--- config.mk ---
export PLATFORM = sky130hd
export DESIGN_NAME = prog_loader_flat
export DESIGN_NICKNAME = d
export VERILOG_FILES = /design/src/rtl/loader_pkg.sv /design/src/rtl/prog_loader_if.sv /design/src/rtl/word_asm.sv /design/src/rtl/prog_loader.sv /design/src/flat_wrapper.sv
export SDC_FILE = /design/constraint.sdc
export NUM_CORES = 1
export LEC_CHECK = 0
export ABC_CLOCK_PERIOD_IN_PS = 3300
export CORE_MARGIN = 3
export CORE_UTILIZATION = 50
export CTS_CLUSTER_DIAMETER = 60
export CTS_CLUSTER_SIZE = 20
export DETAILED_ROUTE_END_ITERATION = 6
export DONT_BUFFER_PORTS = 1
export PLACE_DENSITY = 0.64
export SETUP_SLACK_MARGIN = 0.5
export SYNTH_ARGS = -nofsm -noshare
export SYNTH_HDL_FRONTEND = slang
export SYNTH_SLANG_ARGS = --single-unit
export TNS_END_PERCENT = 50
--- constraint.sdc ---
create_clock -name clk -period 3.3 [get_ports clk]
set_input_delay 0.825 -clock clk [delete_from_list [all_inputs] [get_ports clk]]
set_output_delay 0.825 -clock clk [all_outputs]
set_load 0.03 [all_outputs]
--- src/rtl/loader_pkg.sv ---
// Shared types and constants for the boot-time program loader.
package loader_pkg;

  localparam int unsigned BYTE_W        = 8;
  localparam int unsigned WORD_W        = 16;
  localparam int unsigned ADDR_W_DEF    = 16;
  localparam logic [BYTE_W-1:0] SYNC_BYTE_DEF = 8'hA5;

  typedef enum logic [2:0] {
    IDLE,
    LEN_HI,
    LEN_LO,
    DATA_HI,
    DATA_LO,
    CHK,
    DONE,
    ERROR
  } state_t;

  // One instruction word as it travels to the code memory.
  typedef struct packed {
    logic [BYTE_W-1:0] hi;
    logic [BYTE_W-1:0] lo;
  } word_t;

endpackage

--- src/rtl/prog_loader_if.sv ---
// Byte-stream input and code-memory write port of the program loader.
interface prog_loader_if #(
  parameter int unsigned ADDR_W = 16
);
  logic              rx_valid;
  logic [7:0]        rx_data;
  logic              rx_ready;
  logic              wr_en;
  logic [ADDR_W-1:0] wr_addr;
  logic [15:0]       wr_data;

  // Loader side: consumes the byte stream, drives the memory write port.
  modport master (
    input  rx_valid, rx_data,
    output rx_ready, wr_en, wr_addr, wr_data
  );

  // Environment side: byte source and code memory.
  modport slave (
    output rx_valid, rx_data,
    input  rx_ready, wr_en, wr_addr, wr_data
  );
endinterface

--- src/rtl/word_asm.sv ---
// Pairs hi/lo bytes into 16-bit words and keeps a running XOR over payload bytes.
module word_asm
  import loader_pkg::*;
(
  input  logic              clk,
  input  logic              reset,
  input  logic              clr,
  input  logic              byte_stb,
  input  logic              sel_hi,
  input  logic [BYTE_W-1:0] byte_in,
  output word_t             word,
  output logic              word_valid,
  output logic [BYTE_W-1:0] chk
);

  logic [BYTE_W-1:0] hi_q;

  // word/word_valid appear the cycle after the lo byte; word holds between writes.
  always_ff @(posedge clk) begin
    if (reset) begin
      hi_q       <= '0;
      word       <= '0;
      word_valid <= 1'b0;
      chk        <= '0;
    end else begin
      word_valid <= byte_stb && !sel_hi;
      if (clr) begin
        chk <= '0;
      end else if (byte_stb) begin
        chk <= chk ^ byte_in;
      end
      if (byte_stb && sel_hi) begin
        hi_q <= byte_in;
      end
      if (byte_stb && !sel_hi) begin
        word <= word_t'({hi_q, byte_in});
      end
    end
  end

endmodule

--- src/rtl/prog_loader.sv ---
// Loads a checksummed byte-stream image into code memory and then releases the CPU.
module prog_loader
  import loader_pkg::*;
#(
  parameter int unsigned       ADDR_W    = ADDR_W_DEF,
  parameter logic [BYTE_W-1:0] SYNC_BYTE = SYNC_BYTE_DEF
) (
  input  logic              clk,
  input  logic              reset,
  prog_loader_if.master     bus,
  output logic              cpu_reset,
  output logic              done,
  output logic              err,
  output logic [ADDR_W-1:0] word_count
);

  state_t            state_q, state_d;
  logic [ADDR_W-1:0] length_q, length_d;
  logic              rx_ready_q;
  logic              accept_c;
  logic              asm_stb, asm_hi, asm_clr, cnt_clr;
  word_t             asm_word;
  logic              asm_valid;
  logic [BYTE_W-1:0] asm_chk;

  assign accept_c     = bus.rx_valid && rx_ready_q;
  assign bus.rx_ready = rx_ready_q;
  assign bus.wr_en    = asm_valid;
  assign bus.wr_data  = asm_word;
  assign bus.wr_addr  = word_count;

  word_asm u_word_asm (
    .clk        (clk),
    .reset      (reset),
    .clr        (asm_clr),
    .byte_stb   (asm_stb),
    .sel_hi     (asm_hi),
    .byte_in    (bus.rx_data),
    .word       (asm_word),
    .word_valid (asm_valid),
    .chk        (asm_chk)
  );

  // State, length and registered status outputs.
  always_ff @(posedge clk) begin
    if (reset) begin
      state_q    <= IDLE;
      length_q   <= '0;
      rx_ready_q <= 1'b0;
      cpu_reset  <= 1'b1;
      done       <= 1'b0;
      err        <= 1'b0;
      word_count <= '0;
    end else begin
      state_q    <= state_d;
      length_q   <= length_d;
      rx_ready_q <= (state_d != DONE);
      cpu_reset  <= (state_d != DONE);
      done       <= (state_d == DONE);
      err        <= (state_d == ERROR);
      // The count steps in the cycle the write strobe is high, so it trails wr_addr usage by one.
      if (cnt_clr) begin
        word_count <= '0;
      end else if (asm_valid) begin
        word_count <= word_count + ADDR_W'(1);
      end
    end
  end

  // Frame parser: next state and per-byte controls.
  always_comb begin
    state_d  = state_q;
    length_d = length_q;
    asm_stb  = 1'b0;
    asm_hi   = 1'b0;
    asm_clr  = 1'b0;
    cnt_clr  = 1'b0;
    case (state_q)
      IDLE, ERROR: begin
        if (accept_c && (bus.rx_data == SYNC_BYTE)) begin
          state_d = LEN_HI;
          asm_clr = 1'b1;
          cnt_clr = 1'b1;
        end
      end
      LEN_HI: begin
        if (accept_c) begin
          length_d = ADDR_W'({bus.rx_data, 8'h00});
          state_d  = LEN_LO;
        end
      end
      LEN_LO: begin
        if (accept_c) begin
          length_d = length_q | ADDR_W'(bus.rx_data);
          state_d  = ((length_q | ADDR_W'(bus.rx_data)) == '0) ? CHK : DATA_HI;
        end
      end
      DATA_HI: begin
        if (accept_c) begin
          asm_stb = 1'b1;
          asm_hi  = 1'b1;
          state_d = DATA_LO;
        end
      end
      DATA_LO: begin
        if (accept_c) begin
          asm_stb = 1'b1;
          state_d = ((word_count + ADDR_W'(1)) == length_q) ? CHK : DATA_HI;
        end
      end
      CHK: begin
        if (accept_c) begin
          state_d = (bus.rx_data == asm_chk) ? DONE : ERROR;
        end
      end
      DONE:    state_d = DONE;
      default: state_d = IDLE;
    endcase
  end

endmodule

--- src/flat_wrapper.sv ---
// flat-port wrapper written by rule: the top's interface ports become plain ports
module prog_loader_flat import loader_pkg::*;
#(
  parameter int unsigned       ADDR_W    = ADDR_W_DEF,
  parameter logic [BYTE_W-1:0] SYNC_BYTE = SYNC_BYTE_DEF
)
  (clk, reset, cpu_reset, done, err, word_count, bus_rx_valid, bus_rx_data, bus_rx_ready, bus_wr_en, bus_wr_addr, bus_wr_data);
  prog_loader_if #(.ADDR_W(ADDR_W)) bus_i ();
  input  logic clk;
  input  logic reset;
  output logic cpu_reset;
  output logic done;
  output logic err;
  output logic [ADDR_W-1:0] word_count;
  input wire logic [$bits(bus_i.rx_valid)-1:0] bus_rx_valid;
  input wire logic [$bits(bus_i.rx_data)-1:0] bus_rx_data;
  output wire logic [$bits(bus_i.rx_ready)-1:0] bus_rx_ready;
  output wire logic [$bits(bus_i.wr_en)-1:0] bus_wr_en;
  output wire logic [$bits(bus_i.wr_addr)-1:0] bus_wr_addr;
  output wire logic [$bits(bus_i.wr_data)-1:0] bus_wr_data;
  assign bus_i.rx_valid = bus_rx_valid;
  assign bus_i.rx_data = bus_rx_data;
  assign bus_rx_ready = bus_i.rx_ready;
  assign bus_wr_en = bus_i.wr_en;
  assign bus_wr_addr = bus_i.wr_addr;
  assign bus_wr_data = bus_i.wr_data;
  prog_loader #(.ADDR_W(ADDR_W), .SYNC_BYTE(SYNC_BYTE)) u_core (.clk(clk), .reset(reset), .bus(bus_i), .cpu_reset(cpu_reset), .done(done), .err(err), .word_count(word_count));
endmodule
### Word level (Yosys, flattened, before mapping)

Index checks and enable logic that the tools add are counted.

| word-level totals | value |
|---|---|
| output and inout bits | 53 |
| logic and storage cells | 60 |
| register bits | 72 |
| input port bits | 11 |

| operators by class | value |
|---|---|
| equal/unequal tests | 15 |
| muxes and demuxes | 18 |
| add/sub/neg operators | 1 |
| bitwise gates (word level) | 2 |
| reduce and logical (&&, ||, !) cells | 12 |

Operators by type and width:

| operator | count |
|---|---|
| two-way mux 16 bit | 2 |
| case mux 16 bit (2 select lines) | 1 |
| two-way mux 3 bit | 8 |
| case mux 3 bit (7 select lines) | 1 |
| equality test 3 bit (second input constant) | 6 |
| adder 16 x 1 -> 16 bit (second input constant) | 1 |
| equality test 16 bit | 1 |
| logical NOT 16 bit | 1 |
| OR 16 x 8 -> 16 bit | 1 |
| equality test 8 bit | 1 |
| equality test 8 bit (second input constant) | 1 |
| XOR 8 bit | 1 |
| equality test 3 x 2 -> 1 bit (second input constant) | 2 |
| two-way mux 1 bit | 6 |
| OR reduction 2 bit | 3 |
| logical AND 1 bit | 4 |
| != test 2 x 1 -> 1 bit (second input constant) | 2 |
| equality test 3 x 1 -> 1 bit (second input constant) | 1 |
| logical NOT 3 bit | 1 |
| != test 3 bit (second input constant) | 1 |
| AND reduction 3 bit | 1 |
| nonzero test 2 bit | 1 |
| logical NOT 1 bit | 1 |

### Depth between registers and ports, before layout

| logic depth | value |
|---|---|
| depth in word-level cells | 6 |
| gate-level depth with buffers | 8 |
| mapped depth without buffers | 8 |

### Hierarchy

Synthesis repeated with hierarchy kept, for this count alone.

| second synthesis, totals | value |
|---|---|
| cell total of the unflattened synthesis | 448 |
| area total of the unflattened synthesis | 3688.5 um^2 |

Modules (own cells, without submodules):

| module | seq. area each (um^2) | instances | cells an instance | area each (um^2) |
|---|---|---|---|---|
| prog_loader | 780.7 | 1 | 303 | 2396.0 |
| word_asm | 660.6 | 1 | 145 | 1292.5 |

### Worst setup path before layout

Ideal clock, no wire load.

| path | value |
|---|---|
| kind | input-to-reg |
| start | input bus_rx_data[3] |
| end | register u_core.err |
| data required time | 3164 ps |
| slack | 439 ps |
| data arrival time | 2726 ps |
| cell stages on the path | 8 |
| cell sequence | buf_6 -> or4_4 -> or4_4 -> nor2_2 -> o21bai_1 -> a311o_1 -> o211ai_2 -> nor3_1 |

| between the ends | value |
|---|---|
| word-level cells in the longest chain between the ends | 6 |

Ends and longest elaborated chain:

| element | RTL line | RTL |
|---|---|---|
| from (decl) | flat_wrapper.sv:16 | `input wire logic [$bits(bus_i.rx_data)-1:0] bus_rx_data;` |
| OR 16 x 8 -> 16 bit | prog_loader.sv:95 | `state_d = ((length_q \| ADDR_W'(bus.rx_data)) == '0) ? CHK : DATA_HI;` |
| logical NOT 16 bit | prog_loader.sv:95 |  |
| two-way mux 3 bit | prog_loader.sv:95 |  |
| two-way mux 3 bit | prog_loader.sv:93 | `if (accept_c) begin` |
| case mux 3 bit (7 select lines) * | prog_loader.sv:78 | `case (state_q)` |
| equality test 3 bit * | prog_loader.sv:60 | `err <= (state_d == ERROR);` |
| to (signal assigned) | prog_loader.sv:60 |  |
| to (decl) | prog_loader.sv:13 | `output logic err,` |

Every way passes the cells marked *; elsewhere a longest branch is shown, timed or not.
A chain may end at the register's enable or synchronous reset.

### Final worst setup path

| path | value |
|---|---|
| start | register u_core.word_count[2] (netlist: u_core.bus.wr_addr[2]) |
| end | register u_core.cpu_reset |

| between the ends | value |
|---|---|
| word-level cells in the longest chain between the ends | 6 |

Ends and longest elaborated chain:

| element | RTL line | RTL |
|---|---|---|
| from (decl) | prog_loader.sv:14 | `output logic [ADDR_W-1:0] word_count` |
| from (signal assigned) | prog_loader.sv:65 | `word_count <= word_count + ADDR_W'(1);` |
| adder 16 x 1 -> 16 bit | prog_loader.sv:108 | `state_d = ((word_count + ADDR_W'(1)) == length_q) ? CHK : DATA_HI;` |
| equality test 16 bit | prog_loader.sv:108 |  |
| two-way mux 3 bit | prog_loader.sv:108 |  |
| two-way mux 3 bit | prog_loader.sv:106 | `if (accept_c) begin` |
| case mux 3 bit (7 select lines) | prog_loader.sv:78 |  |
| != test 3 bit | prog_loader.sv:58 | `cpu_reset <= (state_d != DONE);` |
| to (signal assigned) | prog_loader.sv:58 |  |
| to (decl) | prog_loader.sv:11 | `output logic cpu_reset,` |

Every way passes these cells.

==> impl_metrics.json <==
{
  "grt_start_max_net_pins": 47,
  "syn_to_final_growth_pct": 6.10,
  "start_kind": "flip-flop",
  "startpoint": "u_core.bus.wr_addr[2]",
  "drive_gt1_share_pct": 12.5,
  "grtUsageTotal_pct": 20.8,
  "path_cells": "nand4_1 > buf_4 > o41a_1 > a211oi_1 > a211oi_1 > o2111ai_2 > o211ai_2 > nand3b_1",
  "final_cell_mix": "dfxtp_1, nand2_1, nor2_1",
  "rows": 30,
  "port_buffers": 0,
  "instances_no_fill": 536,
  "cts-root-buf": "clkbuf_8",
  "dp_hpwl_um": 6100,
  "dieArea_um2": 8450,
  "slowest_stage": "dfxtp_1",
  "synth_edf_count": 0,
  "die_h_um": 92.0,
  "fin_crit_ps": 2570,
  "yosysSeqAreaShare_pct": 39.0,
  "critPathCaptureType": "flip-flop",
  "final_max_slew_viol_count": 0,
  "clock_latency_ps": 350,
  "drc": 0,
  "setup_viol": 0,
  "finalCritPeriodShare_pct": 77.9,
  "grt_pass1_wl_um": 14000,
  "drv_cap": 0,
  "layout_setup_ws_ps": 730,
  "die_x_um": 92.0,
  "irDropWorstVdd_mv": 0.356,
  "n_fill_cell": 670,
  "start_util_pct": 52.9,
  "crit_type": "flip-flop to flip-flop",
  "grt_overflow": 0,
  "crit_path_max_fanout": 10,
  "antenna_cells": 0,
  "antenna_found_initial": 0,
  "place_inst": 518,
  "vias": 2995,
  "avgSynthCellArea_um2": 8.30,
  "cpPeakStageDelay_ps": 530,
  "dpl_worst_slack_ps": 524,
  "clk_path_buf_depth": 2,
  "synthArstFlopShare_pct": 0,
  "coreArea_um2": 6980,
  "synthCells": 445,
  "nNetsFinal": 447,
  "grt_setup_unrepaired": "false",
  "fmax_ghz": 0.389,
  "clock_sinks": 72,
  "power_leakage_nw": 1.33,
  "drt-initial-drc-count": 140,
  "ys_warn_count": 0,
  "layout_commonest_cell": "dfxtp_1",
  "place.gp.congestion": 0.857,
  "cp.required_ps": 3520,
  "cellPowerDensity_nw_per_um2": 413,
  "synth-seq-cells": 72,
  "grt_pass1_vias": 2791,
  "finalSetupTns_ps": 0,
  "hold_buffers": 0,
  "clkTransAtPathRegs_ps": 80,
  "final-hold-violation-count": 0,
  "htreeDepth": 3,
  "synth_cell_types": 60,
  "timing.critical_path.mode_cell": "a211oi_1",
  "maxSlewHeadroom_pct": 46.5,
  "fin_skew_ps": 8.02,
  "detail-route-antenna-nets": 0,
  "hold_class": "flip-flop to flip-flop",
  "detail_route.wl_per_cell_um": 16.0,
  "cp_data_arrival_time_ps": 2790,
  "tightest_slew_ps": 800,
  "cts_tree": "done",
  "outcome": "finished, final reports clean",
  "ioPinCount": 64,
  "syn_nets": 457,
  "dr.pass1.iters": 4,
  "worstReg2RegStart": "u_core.bus.wr_addr[2]",
  "wirelength_um": 8580,
  "syn_area_um2": 3690,
  "cts_buffers": 9,
  "hold_path_startpoint": "u_core.u_word_asm.hi_q[4]",
  "synth-main-ff-cell": "dfxtp_1",
  "vias_per_cell": 5.59
}
==> Yosys cell counts, types with 3 or more instances <==
| cell type | count | area, µm² |
|---|---|---|
| a21oi_1 | 33 | 165 |
| a22oi_1 | 5 | 37.5 |
| and3_1 | 3 | 18.8 |
| buf_2 | 6 | 30.0 |
| buf_4 | 17 | 128 |
| clkbuf_1 | 16 | 60.1 |
| clkbuf_8 | 3 | 41.3 |
| dfxtp_1 | 72 | 1440 |
| inv_1 | 8 | 30.0 |
| mux2i_1 | 11 | 110 |
| nand2_1 | 60 | 225 |
| nand2b_1 | 8 | 50.1 |
| nand3_1 | 20 | 100 |
| nand4_1 | 8 | 50.1 |
| nor2_1 | 46 | 173 |
| nor3_1 | 14 | 70.1 |
| nor3b_1 | 4 | 30.0 |
| nor4_1 | 6 | 37.5 |
| o21ai_0 | 9 | 45.0 |
| or3_1 | 4 | 25.0 |
| or4_4 | 3 | 33.8 |
| xnor2_1 | 21 | 184 |
| xor2_1 | 24 | 210 |
==> where the power goes <==
group / switching [W] / internal, W / total, W
clock network: 0.000369 / 0.000358 / 0.000728
registers: 0.00000187 / 0.000868 / 0.000870
logic: 0.0000116 / 0.00000919 / 0.0000208
==> per-stage QoR <==
step | utilization, % | cell area, µm² | hold slack (ps) | power, W
2_1_floorplan | - | 3690 | 431 | 0.000924
3_3_place_gp | 52.9 | 3690 | 438 | 0.000912
3_5_place_dp | 52.9 | 3690 | 446 | 0.000912
4_1_cts | 55.8 | 3900 | 456 | 0.00163
5_1_grt | 56.1 | 3920 | 477 | 0.00167
6_report | 56.1 | 3920 | 457 | 0.00162
==> critical path: cells and delay by family, from the launching register on <==
| family | cells | cell delay [ps] |
|---|---|---|
| AND/OR/NAND/NOR | 2 | 480 |
| AO/OA/AOI/OAI | 5 | 1190 |
| flip-flops | 1 | 530 |
| buffers and inverters | 1 | 230 |
==> path summary, 6_finish.rpt <==
kind | depth (start not counted) | to | slack [ps]
setup / recovery | 8 | u_core.cpu_reset | 730
hold / removal | 2 | u_core.u_word_asm.word[12] | 460
setup reg to reg | 8 | u_core.cpu_reset | 730
hold reg to reg | 2 | u_core.u_word_asm.word[12] | 460
==> layout make-up <==
cell class | instances | area, µm² | share of cell area, %
Sequential cell | 72 | 1440 | 36.8
Tap cell | 96 | 120 | 3.07
Inverter | 8 | 30.0 | 0.766
Clock buffer | 9 | 124 | 3.16
Clock inverter | 7 | 78.8 | 2.01
Multi-Input combinational cell | 320 | 1940 | 49.6
Timing Repair Buffer | 24 | 180 | 4.60
==> state kept, by name (all words and copies together) (netlist names) <==
register / flops
u_core.bus.rx_ready: 1
u_core.bus.wr_addr: 16
u_core.cpu_reset: 1
u_core.done: 1
u_core.err: 1
u_core.length_q: 16
u_core.state_q: 3
u_core.u_word_asm.chk: 8
u_core.u_word_asm.hi_q: 8
u_core.u_word_asm.word: 16
u_core.u_word_asm.word_valid: 1
==> cells by family (layout without fill, tap and decap cells) <==
logic type               count (synthesis)  after routing  synth area share [%]
AO/OA/AOI/OAI                           72             72                  12.5
multiplexers                            12             12                  3.29
flip-flops                              72             72                  39.0
buffers and inverters                   53             48                  8.54
AND/OR/NAND/NOR                        189            189                  25.0
adder cells (fa/ha/maj)                  1              1                 0.339
XOR/XNOR                                46             46                  11.3
==> routing by layer <==
metal,track usage (%),wire length (µm)
met3,5.41,598
met1,26.1,3640
met5,0,0
met2,33.0,4080
met4,10.3,260
==> timing repair <==
item / 4_1_cts / 5_1_grt
buffers inserted: 0 / 2
setup endpoints to repair: 0 / 3
resized for setup: 0 / 2
No activity file was read; power rests on OpenSTA's default activity.
